[config.mk]
export PLATFORM = sky130hd
export DESIGN_NAME = print_stat_trigger_gen
export DESIGN_NICKNAME = d
export VERILOG_FILES = /design/src/rtl/print_stat_trigger_gen.sv
export SDC_FILE = /design/constraint.sdc
export NUM_CORES = 1
export LEC_CHECK = 0
export BUFFER_PORTS_ARGS = -buffer_cell sky130_fd_sc_hd__buf_2
export CAP_MARGIN = 20
export CORE_ASPECT_RATIO = 0.5
export CORE_MARGIN = 2
export CORE_UTILIZATION = 45
export DETAILED_ROUTE_END_ITERATION = 6
export PLACE_DENSITY = 0.76
export SLEW_MARGIN = 30
export SYNTH_ARGS = -nofsm -noshare
export SYNTH_HDL_FRONTEND = slang
export SYNTH_SLANG_ARGS = --single-unit
[constraint.sdc]
create_clock -name clk_i -period 4 [get_ports clk_i]
set_clock_uncertainty 0.05 [all_clocks]
set_input_delay 0.2 -clock clk_i [delete_from_list [all_inputs] [get_ports clk_i]]
set_output_delay 0.2 -clock clk_i [all_outputs]
set_load 0.05 [all_outputs]
[src/rtl/print_stat_trigger_gen.sv]
// print_stat producer: tag FIFO, rate-limited dump strobe,
// global counter, kernel window and periodic sample strobe.
module print_stat_trigger_gen #(
  parameter int fifo_els_p        = 4,
  parameter int min_gap_p         = 2,
  parameter int period_p          = 250,
  parameter bit enable_periodic_p = 1'b0
) (
  input  logic        clk_i,
  input  logic        reset_n_i,
  input  logic        tag_v_i,
  input  logic [31:0] tag_i,
  output logic        tag_ready_o,
  output logic        print_stat_v_o,
  output logic [31:0] print_stat_tag_o,
  output logic [31:0] global_ctr_o,
  output logic        kernel_active_o,
  output logic        periodic_v_o
);

  localparam int ptr_w =
    (fifo_els_p > 1) ? $clog2(fifo_els_p) : 1;
  localparam int cnt_w = $clog2(fifo_els_p + 1);
  localparam int gap_w =
    (min_gap_p > 1) ? $clog2(min_gap_p) : 1;
  localparam int ph_w = $clog2(period_p);

  typedef enum logic {
    IDLE,
    KERNEL
  } state_e;

  logic [31:0]      mem_r [fifo_els_p];
  logic [ptr_w-1:0] wr_ptr_r;
  logic [ptr_w-1:0] rd_ptr_r;
  logic [cnt_w-1:0] count_r;
  logic [cnt_w-1:0] count_n;
  logic [gap_w-1:0] gap_r;
  logic [ph_w-1:0]  phase_r;
  logic             ready_r;
  logic             push;
  logic             pop;
  logic [31:0]      head;
  state_e           state_r;
  state_e           state_n;

  function automatic logic [ptr_w-1:0] ptr_inc(
    input logic [ptr_w-1:0] p
  );
    return (p == ptr_w'(fifo_els_p - 1)) ?
      '0 : p + 1'b1;
  endfunction

  assign head        = mem_r[rd_ptr_r];
  assign push        = tag_v_i & ready_r;
  assign pop         = (count_r != '0) & (gap_r == '0);
  assign tag_ready_o = ready_r;
  assign kernel_active_o = (state_r == KERNEL);

  // Occupancy after this edge; drives the registered ready.
  always_comb begin
    count_n = count_r + cnt_w'(push) - cnt_w'(pop);
  end

  // Tag storage; contents need no reset, count guards them.
  always_ff @(posedge clk_i) begin
    if (push) mem_r[wr_ptr_r] <= tag_i;
  end

  // FIFO pointers, occupancy and ready (0 in reset).
  always_ff @(posedge clk_i or negedge reset_n_i) begin
    if (!reset_n_i) begin
      wr_ptr_r <= '0;
      rd_ptr_r <= '0;
      count_r  <= '0;
      ready_r  <= 1'b0;
    end else begin
      if (push) wr_ptr_r <= ptr_inc(wr_ptr_r);
      if (pop)  rd_ptr_r <= ptr_inc(rd_ptr_r);
      count_r <= count_n;
      ready_r <= (count_n != cnt_w'(fifo_els_p));
    end
  end

  // Gap throttle, registered strobe and its tag.
  always_ff @(posedge clk_i or negedge reset_n_i) begin
    if (!reset_n_i) begin
      gap_r            <= '0;
      print_stat_v_o   <= 1'b0;
      print_stat_tag_o <= '0;
    end else begin
      if (pop)
        gap_r <= gap_w'(min_gap_p - 1);
      else if (gap_r != '0)
        gap_r <= gap_r - 1'b1;
      print_stat_v_o   <= pop;
      print_stat_tag_o <= pop ? head : '0;
    end
  end

  // Kernel window follows the tag being emitted.
  always_comb begin
    state_n = state_r;
    unique case (1'b1)
      pop && state_r == IDLE &&
        head[31:30] == 2'b10:   state_n = KERNEL;
      pop && state_r == KERNEL &&
        head[31:30] == 2'b11:   state_n = IDLE;
      default:                  state_n = state_r;
    endcase
  end

  // State register.
  always_ff @(posedge clk_i or negedge reset_n_i) begin
    if (!reset_n_i) state_r <= IDLE;
    else            state_r <= state_n;
  end

  // Free-running counter, sample phase and periodic strobe.
  always_ff @(posedge clk_i or negedge reset_n_i) begin
    if (!reset_n_i) begin
      global_ctr_o <= '0;
      phase_r      <= '0;
      periodic_v_o <= 1'b0;
    end else begin
      global_ctr_o <= global_ctr_o + 32'd1;
      phase_r <= (phase_r == ph_w'(period_p - 1)) ?
        '0 : phase_r + 1'b1;
      periodic_v_o <= enable_periodic_p &&
        (state_r == KERNEL) && (phase_r == '0);
    end
  end

endmodule

==> impl_results.md, run 1 <==
* CP Capture Type: flip-flop
* Clk pwr share at 28.7%
* GRT Util Overall at 15.6%
* Die width at 187 microns
* Setup CP Type: flip-flop to flip-flop
* Arr. time, crit path at 2.54 ns
* Layout area overhead at 22.9%
* Synth Cell Area at 7560 sq um
* RD Place Congestion at 0.739
* Vias/cell at 5.00
* CP max stage delay at 0.40 ns
* Reg2reg path depth at 10
* Placed instance count at 717
* CTS Hold Buffers Added at 33
* Data required, critical path at 4.31 ns
* Max-cap violations at 0
* Core Area at 16400 sq um
* Post-synthesis instance total at 402
* Dpl hpwl at 7890 microns
* Placed inst area at 8310 sq um
* Post-route minimum period at 2.23 ns
* Cell family with most CP delay: adder cells
* Initial core utilization at 46.1%
* Worst skew pair latency at 0.48 ns
* Final setup violation count at 0
* Fin Setup TNS at 0 ns
* Remaining DRCs at 0
* Vias in the first global route at 4096
* Largest area contributor in the netlist: edfxtp_1
* Slew headroom at 38.9%
* H-tree depth at 1
* Commonest non-fill, non-tap cell in the layout: edfxtp_1
* Fin crit share at 55.7%
* Crit path depth at 10
* Avg Inst Size Synth at 18.8 sq um
* Yosys reg bits at 202
* Site row count at 33
* Crit path buf inv count at 2
* Vert. Die Dim at 95.7 microns
* Post-CTS Setup Bufs at 0
* Most frequent cells in the layout: 128 x edfxtp_1, 100 x buf_2, 72 x dfrtp_1
* Top post-synthesis cells by area: edfxtp_1 51%, dfrtp_1 24%, mux4_2 9.5%, xnor2_1 2.9%, nor2b_1 2.6%
* Fin. max-slew vios at 0
* Top cell type's share of synthesized area at 50.8%
* CTS Buf Count at 19
* Worst min path class: primary input to flip-flop
* Max Freq at 449 MHz
* Internal at 0.00446 W
* Sw Share at 31.4%
* Clock Path Buffers at 3
* Die area at 17900 sq um
* Worst Tran Pin Value at 0.917 ns
* Worst path cell trace: nor3_1 > or2_2 > inv_1 > ha_1 > inv_1 > ha_1 > fa_1 > xor2_1 > xnor2_1 > nand2_1
* Yosys warns at 0
* CP max stage cell: dfrtp_1
* Post-synthesis cell type count at 32
* Combinational group share of total power at 26.6%
* CP startpoint kind: flip-flop
* Final hold violation count at 0
* Via count at 3922
* WL final at 13700 microns
* ANT cells at 0
* Non-Filler Instances at 784
* Final net count at 588
* Max rail drop VDD at 0.295 mV
* Leak at 3.70 nW
* Syn Nets at 446
* # clock sinks at 202
* Largest net degree at the start of global routing at 75
* Crit Path Max Fanout at 2
* Routed len/inst at 17.5 microns
* DRT iter0 DRCs at 234
* I/O Buffers at 101
* Antenna violations before repair at 0
* Status: finished clean
* Drt pass-1 iters at 5
* Final instance area at 9290 sq um
* CTS tree: done
* ANT nets after route at 0
* First-pass GRT wire length at 21600 microns
* RSZ-0062 raised after global routing: no
* Sequential Power Share at 44.7%
* Grt ovf at 0
* PD cells at 701 nW/um^2
* CTS root buffer: clkbuf_16
* Post-CTS Resized at 0
* Clk slew on worst S/H paths at 0.06 ns
* Hold path depth at 3
* Share of layout cells above drive strength 1 at 32.0%
* Post-synthesis sequential area ratio at 75.3%
* IO Count at 103
* Sw power at 0.00205 W
[metal layers]
metal	wire (microns)	vias up	GRT usage [%]	share of wire, %
met1	5820	2005	19.7	42
met5	0	-	0	0
met3	611	26	2.76	4.5
li1	-	1797	-	-
met2	7010	94	28.2	51
met4	284	0	4.76	2.1
[metrics by stage]
step           hold slack [ns]  power (W)  util [%]  worst slack [ns]
3_3_place_gp             0.364    0.00463      50.7              1.86
5_1_grt                  0.125    0.00680      56.7              1.61
2_1_floorplan           -0.146    0.00423         -              1.30
6_report                0.0951    0.00651      56.7              1.77
3_5_place_dp             0.242    0.00469      50.7              1.73
4_1_cts                 0.0856    0.00659      56.7              1.73
[worst register-to-register path, cell delays in order (launching register included)]
cell and delay, ns:
dfrtp_1 0.40, nor3_1 0.17, or2_2 0.14, inv_1 0.05, ha_1 0.26, inv_1 0.04
ha_1 0.18, fa_1 0.37, xor2_1 0.16, xnor2_1 0.22, nand2_1 0.07
[power by group through the flow]
| stage | sequential (W) | clock, W | combinational [W] |
|---|---|---|---|
| floorplan | 0.00328 | 0 | 0.000950 |
| global placement | 0.00294 | 0 | 0.00169 |
| detailed placement | 0.00296 | 0 | 0.00172 |
| CTS | 0.00292 | 0.00190 | 0.00176 |
| global route | 0.00296 | 0.00198 | 0.00186 |
| finish | 0.00291 | 0.00187 | 0.00173 |
[final cells by class]
type	count	area, sq um
repair buffers	136	857
inverters	11	41.3
flip-flops and latches	202	5700
clock buffers	25	518
multi-input cells	174	1760
well taps	227	284
fillers	1251	7100
clock inverters	9	138
[registers in the layout, indices dropped and copies added (netlist names)]
name              flops
count_r               3
tag_ready_o           1
print_stat_tag_o     32
gap_r                 1
kernel_active_o       1
global_ctr_o         32
rd_ptr_r              2
wr_ptr_r              2
mem_r               128
[cells by family (layout without fill, tap and decap cells)]
logic type	after synthesis	after routing	share of synthesized area [%]
compound gates	2	2	0.198
xor+xnor	32	32	3.71
fa+ha+maj	9	9	1.59
buf+inv	26	181	1.52
flops	202	202	75.3
mux	35	35	9.96
other cells	1	1	0.0496
simple gates	95	95	7.68
[synth_stat cells (all sizes together)]
cell,count
conb,1
nand4,14
nor4,2
xnor2,25
dfrtp,74
clkbuf,8
mux4,32
nand4b,1
xor2,7
mux2i,1
nand3,12
edfxtp,128
fa,1
or2,1
nor2,3
inv,11
and2,1
a21o,2
buf,7
mux2,2
ha,8
nand2,10
and3,9
nor2b,32
and4,2
nor3,8
[final timing paths]
path,from,endpoint,slack [ns]
setup / recovery,count_r[2],tag_ready_o,1.77
hold / removal,tag_v_i,wr_ptr_r[0],0.1
setup reg to reg,count_r[2],tag_ready_o,1.77
hold reg to reg,global_ctr_o[31],global_ctr_o[31],0.42
max in group asynchronous,reset_n_i,rd_ptr_r[1],3.13
min in group asynchronous,reset_n_i,print_stat_tag_o[14],0.28
Power figures use the tool's default switching activity.
==> inputs of run 2 (changes only) <==
--- a/config.mk
+++ b/config.mk
@@ -5,13 +5,14 @@
 export SDC_FILE = /design/constraint.sdc
 export NUM_CORES = 1
 export LEC_CHECK = 0
+export ABC_AREA = 1
 export BUFFER_PORTS_ARGS = -buffer_cell sky130_fd_sc_hd__buf_2
 export CAP_MARGIN = 20
 export CORE_ASPECT_RATIO = 0.5
 export CORE_MARGIN = 2
 export CORE_UTILIZATION = 45
 export DETAILED_ROUTE_END_ITERATION = 6
-export PLACE_DENSITY = 0.76
+export PLACE_DENSITY = 0.78
 export SLEW_MARGIN = 30
 export SYNTH_ARGS = -nofsm -noshare
 export SYNTH_HDL_FRONTEND = slang
==> constraint.sdc (replaced) <==
create_clock -name clk_i -period 2 [get_ports clk_i]
set_clock_uncertainty 0.05 [all_clocks]
set_input_delay 0.1 -clock clk_i [delete_from_list [all_inputs] [get_ports clk_i]]
set_output_delay 0.1 -clock clk_i [all_outputs]
set_load 0.05 [all_outputs]
==> run 2 against run 1 <==
- the flow now finishes with violations (setup timing)
- highest routed layer unchanged
- clock-buffer cell count rose by 2
- sequential power grew 91%
- critical endpoint unchanged
- sequential share of layout area down 4.1 points
- wire length increased by 22%
- clock power is 74% higher
- synthesized area grew 7.1%
- via count up 40%
- final cell count grew 40%
- critical path depth fell by 1
==> impl_results.md, run 2 <==
* Post-synth top cells: 165 x nor2_1, 128 x edfxtp_1, 111 x nand2_1
* Violated checks: setup timing
* ANT cells at 0 (unchanged)
* CP max stage cell: dfrtp_1
* Dpl hpwl at 10000 microns (+27%)
* Synth Cell Area at 8100 sq um (+7.1%)
* ANT nets after route at 0 (unchanged)
* RSZ-0062 raised after global routing: yes
* Remaining DRCs at 0 (unchanged)
* Top cell type's share of synthesized area at 47.4% (-3.4 points)
* Synth Flop Type: edfxtp_1
* First-pass GRT wire length at 27300 microns (+26%)
* EDFF count, synth at 128 (unchanged)
* Post-synthesis instance total at 701 (+74%)
* Final hold violation count at 0 (unchanged)
* Fin. max-slew vios at 0 (unchanged)
* Die width at 194 microns (+3.4%)
* Max rail drop VDD at 0.691 mV (+130%)
* Pwr Total at 0.0134 W (+110%)
* Core Area at 17500 sq um (+6.7%)
* CP startpoint kind: flip-flop
* Yosys reg bits at 202 (unchanged)
* Regs by FF count: mem_r x128, global_ctr_o x32, print_stat_tag_o x32
* # clock sinks at 202 (unchanged)
* Final cell utilization of the core at 57.0% (+0.32 points)
* Clk slew on worst S/H paths at 0.06 ns (about the same)
* Arr. time, crit path at 2.43 ns (-0.11 ns)
* Max Freq at 473 MHz (+5.3%)
* WL final at 16800 microns (+22%)
* Most frequent cells in the layout: 161 x nor2_1, 128 x edfxtp_1, 110 x nand2_1
* CTS tree: done
* Die area at 19200 sq um (+6.9%)
* Layout fillers at 1340 (+7.1%)
* Largest Register: mem_r
* Worst path cell trace: nor3_2 > nor2_4 > ha_4 > inv_2 > ha_4 > fa_2 > xnor2_2 > xor2_1 > nand2_1
* Vert. Die Dim at 98.9 microns (+3.3%)
* CTS root buffer: clkbuf_16
* Site row count at 34 (+3.0%)
* DRT iter0 DRCs at 466 (+99%)
* Leak at 4.17 nW (+13%)
* Layout area overhead at 23.1%
* RD Place Congestion at 0.861 (+16%)
* Vias in the first global route at 5629 (+37%)
* Max-cap violations at 0 (unchanged)
* Fin crit share at 106% (+50 points)
* CP max stage delay at 0.40 ns (about the same)
* Top post-synthesis cells by area: edfxtp_1 47%, dfrtp_1 23%, nor2_1 7.6%, nand2_1 5.1%, o21ai_1 3.0%
* Via count at 5501 (+40%)
* Data required, critical path at 2.32 ns (-1.99 ns)
* Antenna violations before repair at 0 (unchanged)
* Grt ovf at 0 (unchanged)
* Syn Nets at 745 (+67%)
* Final net count at 897 (+53%)
* PD cells at 1340 nW/um^2 (+92%)
* CTS Buf Count at 19 (unchanged)
* Share of layout cells above drive strength 1 at 21.1% (-11 points)
* H-tree depth at 1 (unchanged)
* Routed len/inst at 15.3 microns (-13%)
* Clock Path Buffers at 3 (unchanged)
* Most common cell in the synthesized netlist: nor2_1
* GRT Util Overall at 17.6% (+2.0 points)
* Yosys warns at 0 (unchanged)
* Post-synthesis cell type count at 27 (-16%)
* IO Count at 103 (unchanged)
* CP Capture Type: flip-flop
* Number of flip-flops in the largest register at 128 (unchanged)
* CP dominant cell by count: ha_4
* Commonest non-fill, non-tap cell in the layout: nor2_1
* Setup CP Type: flip-flop to flip-flop
* Largest net degree at the start of global routing at 68 (-9.3%)
* Crit Path Max Fanout at 2 (unchanged)
* Placed inst area at 9050 sq um (+8.9%)
* Largest area contributor in the netlist: edfxtp_1
* Worst min path class: primary input to asynchronous set/reset pin
* Avg Inst Size Synth at 11.6 sq um (-39%)
* Vias/cell at 5.00 (about the same)
* I/O Buffers at 101 (unchanged)
* Post-route minimum period at 2.12 ns (-0.112 ns)
* Final instance area at 9970 sq um (+7.3%)
* Drt pass-1 iters at 5 (unchanged)
* Final setup margin at -0.116 ns (-1.89 ns)
* Status: complete, but fails checks
* Initial core utilization at 46.3% (+0.19 points)
* Post-synth ARST share at 36.6% (unchanged)
* Post-synthesis sequential area ratio at 70.3% (-5.0 points)
* Final setup violation count at 2 (+2)
* Worst skew pair latency at 0.48 ns (about the same)
-- run 2: changes by cell type in the layout (fill, tap and decap cells not counted), moves of 30 or more --
| cell | previous run | this run |
|---|---|---|
| a21oi_1 | 0 | 30 |
| mux4_2 | 32 | 0 |
| nand2_1 | 10 | 110 |
| nor2_1 | 3 | 161 |
| nor2b_1 | 32 | 0 |
| o21ai_1 | 0 | 48 |
-- run 2: routing by layer --
| layer | vias to the layer above | wire length, microns | global-route usage [%] |
|---|---|---|---|
| met1 | 2669 | 7030 | 21.6 |
| met3 | 36 | 976 | 3.46 |
| met4 | 0 | 420 | 6.52 |
| met2 | 165 | 8380 | 31.3 |
| met5 | - | 0 | 0 |
| li1 | 2631 | - | - |
-- run 2: cells by family after synthesis --
family | Yosys count | synth area share [%]
AO/OA/AOI/OAI | 96 | 5.93
XOR/XNOR | 17 | 2.02
adder cells (fa/ha/maj) | 9 | 1.48
buffers and inverters | 60 | 3.38
flip-flops | 202 | 70.3
other | 1 | 0.0463
AND/OR/NAND/NOR | 316 | 16.8
-- run 2: timing repair --
action,4_1_cts,5_1_grt
resized for setup,0,3
hold endpoints to repair,202,0
setup buffers,1,1
setup endpoints to repair,2,2
hold buffers,33,0
pin swaps,0,7
-- run 2: area by class of cell --
class | instances | area, sq um | area share, %
sequential | 202 | 5700 | 57.2
tap | 234 | 293 | 2.94
multi-input combinational | 439 | 2200 | 22.1
clock buffer | 27 | 515 | 5.17
inverter | 36 | 135 | 1.36
clock inverter | 7 | 38.8 | 0.389
timing repair buffer | 155 | 1080 | 10.9
-- run 2: critical path, delay by kind of cell, from the launching register on --
family,cells,cell delay (ns)
fa+ha+maj,3,0.77
xor+xnor,2,0.35
simple gates,3,0.40
buf+inv,1,0.03
flops,1,0.40
-- run 2: final timing paths --
check,start,end,slack (ns),cells after the start
max in group asynchronous,reset_n_i,print_stat_tag_o[18],1.27,3
min in group clk_i,tag_v_i,count_r[0],0.13,5
setup / recovery,count_r[2],tag_ready_o,-0.12,9
hold / removal,reset_n_i,print_stat_tag_o[26],0.07,2
hold reg to reg,kernel_active_o,kernel_active_o,0.42,2
setup reg to reg,count_r[2],tag_ready_o,-0.12,9
-- run 2: report_power, final --
part	switching, W	internal (W)	leakage, nW	total, W
registers	0.000233	0.00533	2.14	0.00556
logic	0.00319	0.00139	1.76	0.00458
clock network	0.00146	0.00181	0.271	0.00326
-- run 2: metrics by stage --
| step | TNS [ns] | hold WS [ns] | setup WS, ns | cells |
|---|---|---|---|---|
| 6_report | -0.134 | 0.0689 | -0.116 | 1100 |
| 3_5_place_dp | -0.112 | 0.0437 | -0.107 | 1031 |
| 4_1_cts | -0.113 | 0.0788 | -0.105 | 1099 |
| 3_3_place_gp | -0.0734 | 0.0451 | -0.0734 | 1031 |
| 2_1_floorplan | -0.0911 | -0.246 | -0.0856 | 701 |
| 5_1_grt | -0.333 | 0.123 | -0.220 | 1100 |
